### config.mk
export PLATFORM = sky130hd
export DESIGN_NAME = display_arbiter
export DESIGN_NICKNAME = d
export VERILOG_FILES = /design/src/rtl/display_arbiter.sv
export SDC_FILE = /design/constraint.sdc
export NUM_CORES = 1
export LEC_CHECK = 0
export CAP_MARGIN = 20
export CELL_PAD_IN_SITES_DETAIL_PLACEMENT = 0
export CELL_PAD_IN_SITES_GLOBAL_PLACEMENT = 1
export CORE_ASPECT_RATIO = 1.1
export CORE_UTILIZATION = 41
export DETAILED_ROUTE_END_ITERATION = 6
export MAX_ROUTING_LAYER = met4
export PLACE_DENSITY_LB_ADDON = 0.3
export SYNTH_ARGS = -nofsm -noshare
export SYNTH_HDL_FRONTEND = slang
export SYNTH_SLANG_ARGS = --single-unit
export TNS_END_PERCENT = 5
### constraint.sdc
create_clock -name clock_i -period 13.5 [get_ports clock_i]
set_input_delay 1.35 -clock clock_i [delete_from_list [all_inputs] [get_ports clock_i]]
set_output_delay 1.35 -clock clock_i [all_outputs]
set_load 0.02 [all_outputs]
### src/rtl/display_arbiter.sv
// Display arbiter: live game digits by default, event messages shown for a fixed hold then a live gap.
// Optional message blink compiled in with DISPLAY_ARBITER_BLINK_EN.
module display_arbiter #(
    parameter int unsigned HOLD_CYCLES = 200_000_000,
    parameter int unsigned MIN_LIVE    = 50_000_000
`ifdef DISPLAY_ARBITER_BLINK_EN
    ,
    parameter int unsigned BLINK_HALF  = 25_000_000
`endif
) (
    input  logic        clock_i,
    input  logic        reset_i,
    input  logic [47:0] live_data_i,
    input  logic [47:0] msg_data_i,
    input  logic        msg_valid_i,
    output logic        msg_ready_o,
    input  logic        msg_abort_i,
    output logic        owner_o,
    output logic [5:0]  d1_o,
    output logic [5:0]  d2_o,
    output logic [5:0]  d3_o,
    output logic [5:0]  d4_o,
    output logic [5:0]  d5_o,
    output logic [5:0]  d6_o,
    output logic [5:0]  d7_o,
    output logic [5:0]  d8_o
);

    localparam int unsigned HW = (HOLD_CYCLES < 1) ? 1 : $clog2(HOLD_CYCLES + 1);
    localparam int unsigned GW = (MIN_LIVE < 1) ? 1 : $clog2(MIN_LIVE + 1);
    localparam logic [HW-1:0] HOLD_LOAD = HW'(HOLD_CYCLES - 1);
    localparam logic [GW-1:0] GAP_LOAD  = GW'(MIN_LIVE - 1);

    typedef enum logic [1:0] {
        S_LIVE = 2'd0,
        S_MSG  = 2'd1,
        S_GAP  = 2'd2
    } state_t;

    state_t        state_q, state_d;
    logic [HW-1:0] hold_q, hold_d;
    logic [GW-1:0] gap_q, gap_d;
    logic [47:0]   buf_q, buf_d;
    logic [47:0]   disp_q, disp_d;
    logic          owner_q, owner_d;

`ifdef DISPLAY_ARBITER_BLINK_EN
    localparam int unsigned BW = (BLINK_HALF < 1) ? 1 : $clog2(BLINK_HALF + 1);
    localparam logic [BW-1:0] BLINK_LAST = BW'(BLINK_HALF - 1);

    logic [BW-1:0] blink_q, blink_d;
    logic          phase_q, phase_d;
`endif

    always_comb begin
        state_d = state_q;
        hold_d  = hold_q;
        gap_d   = gap_q;
        buf_d   = buf_q;
        disp_d  = live_data_i;
        owner_d = 1'b0;
`ifdef DISPLAY_ARBITER_BLINK_EN
        blink_d = blink_q;
        phase_d = phase_q;
`endif
        case (state_q)
            S_LIVE: begin
                if (msg_valid_i) begin
                    buf_d   = msg_data_i;
                    hold_d  = HOLD_LOAD;
                    state_d = S_MSG;
`ifdef DISPLAY_ARBITER_BLINK_EN
                    blink_d = '0;
                    phase_d = 1'b0;
`endif
                end
            end
            S_MSG: begin
                owner_d = 1'b1;
`ifdef DISPLAY_ARBITER_BLINK_EN
                disp_d = phase_q ? 48'h0 : buf_q;
                if (blink_q == BLINK_LAST) begin
                    blink_d = '0;
                    phase_d = ~phase_q;
                end else begin
                    blink_d = blink_q + BW'(1);
                end
`else
                disp_d = buf_q;
`endif
                // Abort and hold expiry share one exit path into the live gap
                if (msg_abort_i || (hold_q == '0)) begin
                    hold_d = '0;
                    if (MIN_LIVE == 0) begin
                        state_d = S_LIVE;
                    end else begin
                        gap_d   = GAP_LOAD;
                        state_d = S_GAP;
                    end
                end else begin
                    hold_d = hold_q - HW'(1);
                end
            end
            S_GAP: begin
                if (gap_q == '0) begin
                    state_d = S_LIVE;
                end else begin
                    gap_d = gap_q - GW'(1);
                end
            end
            default: begin
                state_d = S_LIVE;
            end
        endcase
    end

    always_ff @(posedge clock_i or posedge reset_i) begin
        if (reset_i) begin
            state_q <= S_LIVE;
            hold_q  <= '0;
            gap_q   <= '0;
            buf_q   <= '0;
            disp_q  <= '0;
            owner_q <= 1'b0;
`ifdef DISPLAY_ARBITER_BLINK_EN
            blink_q <= '0;
            phase_q <= 1'b0;
`endif
        end else begin
            state_q <= state_d;
            hold_q  <= hold_d;
            gap_q   <= gap_d;
            buf_q   <= buf_d;
            disp_q  <= disp_d;
            owner_q <= owner_d;
`ifdef DISPLAY_ARBITER_BLINK_EN
            blink_q <= blink_d;
            phase_q <= phase_d;
`endif
        end
    end

    assign msg_ready_o = (state_q == S_LIVE);
    assign owner_o     = owner_q;
    assign d1_o        = disp_q[5:0];
    assign d2_o        = disp_q[11:6];
    assign d3_o        = disp_q[17:12];
    assign d4_o        = disp_q[23:18];
    assign d5_o        = disp_q[29:24];
    assign d6_o        = disp_q[35:30];
    assign d7_o        = disp_q[41:36];
    assign d8_o        = disp_q[47:42];

endmodule

==> results.md <==
* Result of the run: complete, no violations
* TritonCTS clock tree: done
* Slowest Stage Delay on Critical Path at 0.81 ns
* Worst rel slew slack at 0.339
* Mean area per synthesized cell at 8.98 sq um
* Reg clk slew, reported paths at 0.06 ns
* Std cell rows at 48
* DRT antenna net count at 0
* Worst setup path class: reg -> reg
* Number of warnings printed during yosys synthesis at 0
* Signed area change from the synthesized netlist to the final layout at 33.3%
* Largest net degree at the start of global routing at 95
* Antenna violations before repair at 0
* Peak supply drop at around 0.000098 V
* Core region area at 15900 sq um
* Peak clock frequency supported by timing at between 0.3 and 0.4 GHz
* CTS Hold Buffers Added at 0
* Number of distinct library cells after synthesis at between 50 and 60
* Cell types with the largest area share after synthesis: sky130_fd_sc_hd__dfrtp_1 57%, sky130_fd_sc_hd__nand2_1 17%, sky130_fd_sc_hd__clkbuf_1 1.7%, sky130_fd_sc_hd__a21oi_1 1.7%, sky130_fd_sc_hd__nor2_1 1.6%
* Master cell of the clock root buffer: sky130_fd_sc_hd__clkbuf_16
* Worst-case clock skew at 0.0142 ns
* Overall die height at 136 microns
* Leftover overflow at the end of global routing at 0
* Commonest cells after routing, fill and taps aside: 305 x sky130_fd_sc_hd__nand2_1, 153 x sky130_fd_sc_hd__dfrtp_1, 149 x sky130_fd_sc_hd__clkdlybuf4s50_1
* Final routed DRC violation total at 0
* Static Leak at 0.00403 uW
* Post-Syn Instances at 748
* Via/cell ratio at 5.23
* Worst-margin pin slew at 0.985 ns
* Sequential cell area fraction in the yosys report at 0.570
* Final hold vios at 0
* Via count of the first global-routing pass at a little under 6000
* Fill cell total of the finished layout at around 1400
* Worst Setup Slack, final at 10.20 ns
* Full die area at 16900 sq um
* DPL Wire Length at 11100 microns
* Most used flip-flop cell after synthesis: sky130_fd_sc_hd__dfrtp_1
* Hold Crit Class: reg -> reg
* Post-synth top area share at 0.570
* Total power at 1040 uW
* CP startpoint kind: register
* Unrepaired setup endpoints after global routing: false
* Most common cell after layout, fill and taps aside: sky130_fd_sc_hd__nand2_1
* Proportion of layout cells with a drive suffix above 1 at 0.0638
* CP arrival at about 3.6 ns
* Required time of the worst setup path at roughly 14 ns
* Routability congestion estimate from global placement at between 0.8 and 0.9
* Post-CTS setup repair buffer count at 0
* Share of synthesized registers carrying an async set or reset at 1.00
* Initial cell density of the core at 0.424
* Total Wirelength at about 17000 microns
* Clock sinks at 153
* Maximum fanout along the worst path at 15
* Number of H-tree branching levels at 4
* Synth Register Bits at roughly 150
* Number of diodes added for antenna fixing at 0
* Slowest cell on the critical path: sky130_fd_sc_hd__o21ai_1
* Number of cells upsized or downsized after cts at 0
* Dominant cell type by area after synthesis: sky130_fd_sc_hd__dfrtp_1
* Max-cap violations at 0
* Pre-antenna DRT Iters at 5
* Number of max-slew violations in the final report at 0
* Critical path cell sequence: inv_1 -> ha_1 -> or4b_1 -> or4_4 -> o21ai_1 -> nor3_1 -> or3_1
* Summed negative setup slack over all endpoints at 0 ns
* Routed len/inst at 15.4 microns
* Total CTS buffers at 17
* Power per cell area at 117 nW/um^2
* Count of nets after finishing at 984
* DR vias at 5720
* Endpoint class of the critical path: register
* Final Cycle Share at 0.244
* DRC marker count from the first detailed-route iteration at ~400
* Global-route wire length before repair at 28200 microns
* Finish-stage setup viols at 0
* Die X at ~120 microns
* Clock network latency to the later pin of the worst-skew pair at around 0.42 ns
* Number of flops mapped to enable cells by yosys at 0
* Synthesized net count at between 800 and 900
* Minimum setup slack after placement at between 9 and 10 ns
* GR Util All Layers at 0.222
* Buffers from clock root to sink, at most at 2
* Ports placed on the boundary at 150
* Number of port buffers at roughly 150
* Minimum clock period after layout at 3.30 ns
* Total standard cell area after synthesis at 6720 sq um
report_power, final:
group          switching [uW]  leakage [uW]  internal (uW)
combinational            36.3       0.00190           45.4
clock                     200      0.000288            281
sequential               7.79       0.00184            474
total                     244       0.00403            801
cell type report:
class,instances,area (sq um),share of cell area
Sequential cell,153,3830,0.427
Inverter,8,35.0,0.00391
Clock buffer,18,439,0.0490
Tap cell,200,250,0.0279
Timing Repair Buffer,155,1540,0.172
Clock inverter,14,163,0.0182
Multi-Input combinational cell,546,2700,0.302
critical path, delay by kind of cell (launching register included):
kind	cells	cell delay, ns
and+or+nand+nor	4	1.67
AOI/OAI and AO/OA	1	0.81
DFF	1	0.39
adders and majority gates	1	0.20
buffers and inverters	1	0.10
state kept, by name, summed over array words and instances (netlist names):
register and cells:
owner_o 1, hold_q 28, state_q 2, buf_q 48, gap_q 26, disp_q 48
stage by stage:
stage / area [sq um] / instances / utilization / hold WS [ns]
final: 8960 / 1094 / 0.565 / 0.470
after global placement: 8350 / 1062 / 0.527 / 0.453
after detailed placement: 8350 / 1062 / 0.527 / 0.460
after floorplan: 6720 / 748 / - / 0.439
after CTS: 8960 / 1094 / 0.565 / 0.473
after global routing: 8960 / 1094 / 0.565 / 0.493
worst paths after layout:
path                           start          to  slack [ns]  cells after the start
setup / recovery            gap_q[0]    gap_q[5]       10.20                      7
max in group asynchronous    reset_i   gap_q[15]       10.75                      3
hold reg to reg            buf_q[44]  disp_q[44]        0.47                      2
setup reg to reg            gap_q[0]    gap_q[5]       10.20                      7
min in group asynchronous    reset_i  disp_q[35]        1.46                      2
hold / removal             buf_q[44]  disp_q[44]        0.47                      2
cells in the mapped netlist (all sizes together), types with 2 or more instances:
master,instances
clkbuf,31
nor4b,2
o21a,5
nor3b,2
or4,13
a311oi,8
a21oi,24
nor2,29
nand2b,5
inv,8
and3,2
and4bb,2
o21ai,21
nor3,18
o22a,4
xnor2,2
nor4,13
dfrtp,153
o2111ai,2
a21o,5
nand4,4
o32a,2
xor2,7
o211ai,4
nand3,8
or4b,2
ha,3
a211oi,6
o31ai,10
or2,6
buf,10
or3,12
and2,3
a31oi,4
a31o,2
nand2,306
logic make-up (layout without fill, tap and decap cells):
group | Yosys count | in the layout | share of synthesized area
DFF | 153 | 153 | 0.570
adders and majority gates | 3 | 3 | 0.00559
buffers and inverters | 49 | 195 | 0.0294
muxes | 1 | 1 | 0.00149
xor gates and xnor gates | 9 | 9 | 0.0117
and+or+nand+nor | 429 | 429 | 0.278
AOI/OAI and AO/OA | 104 | 104 | 0.104
routing by layer:
layer  vias up  part of all wire  GRT usage
met5         -                 0          -
met4         0            0.0039     0.0714
met3         2             0.055     0.0654
met2       143              0.51      0.359
met1      2794              0.43      0.264
li1       2781                 -          -
Note: power is estimated with default switching activity, not from simulation.
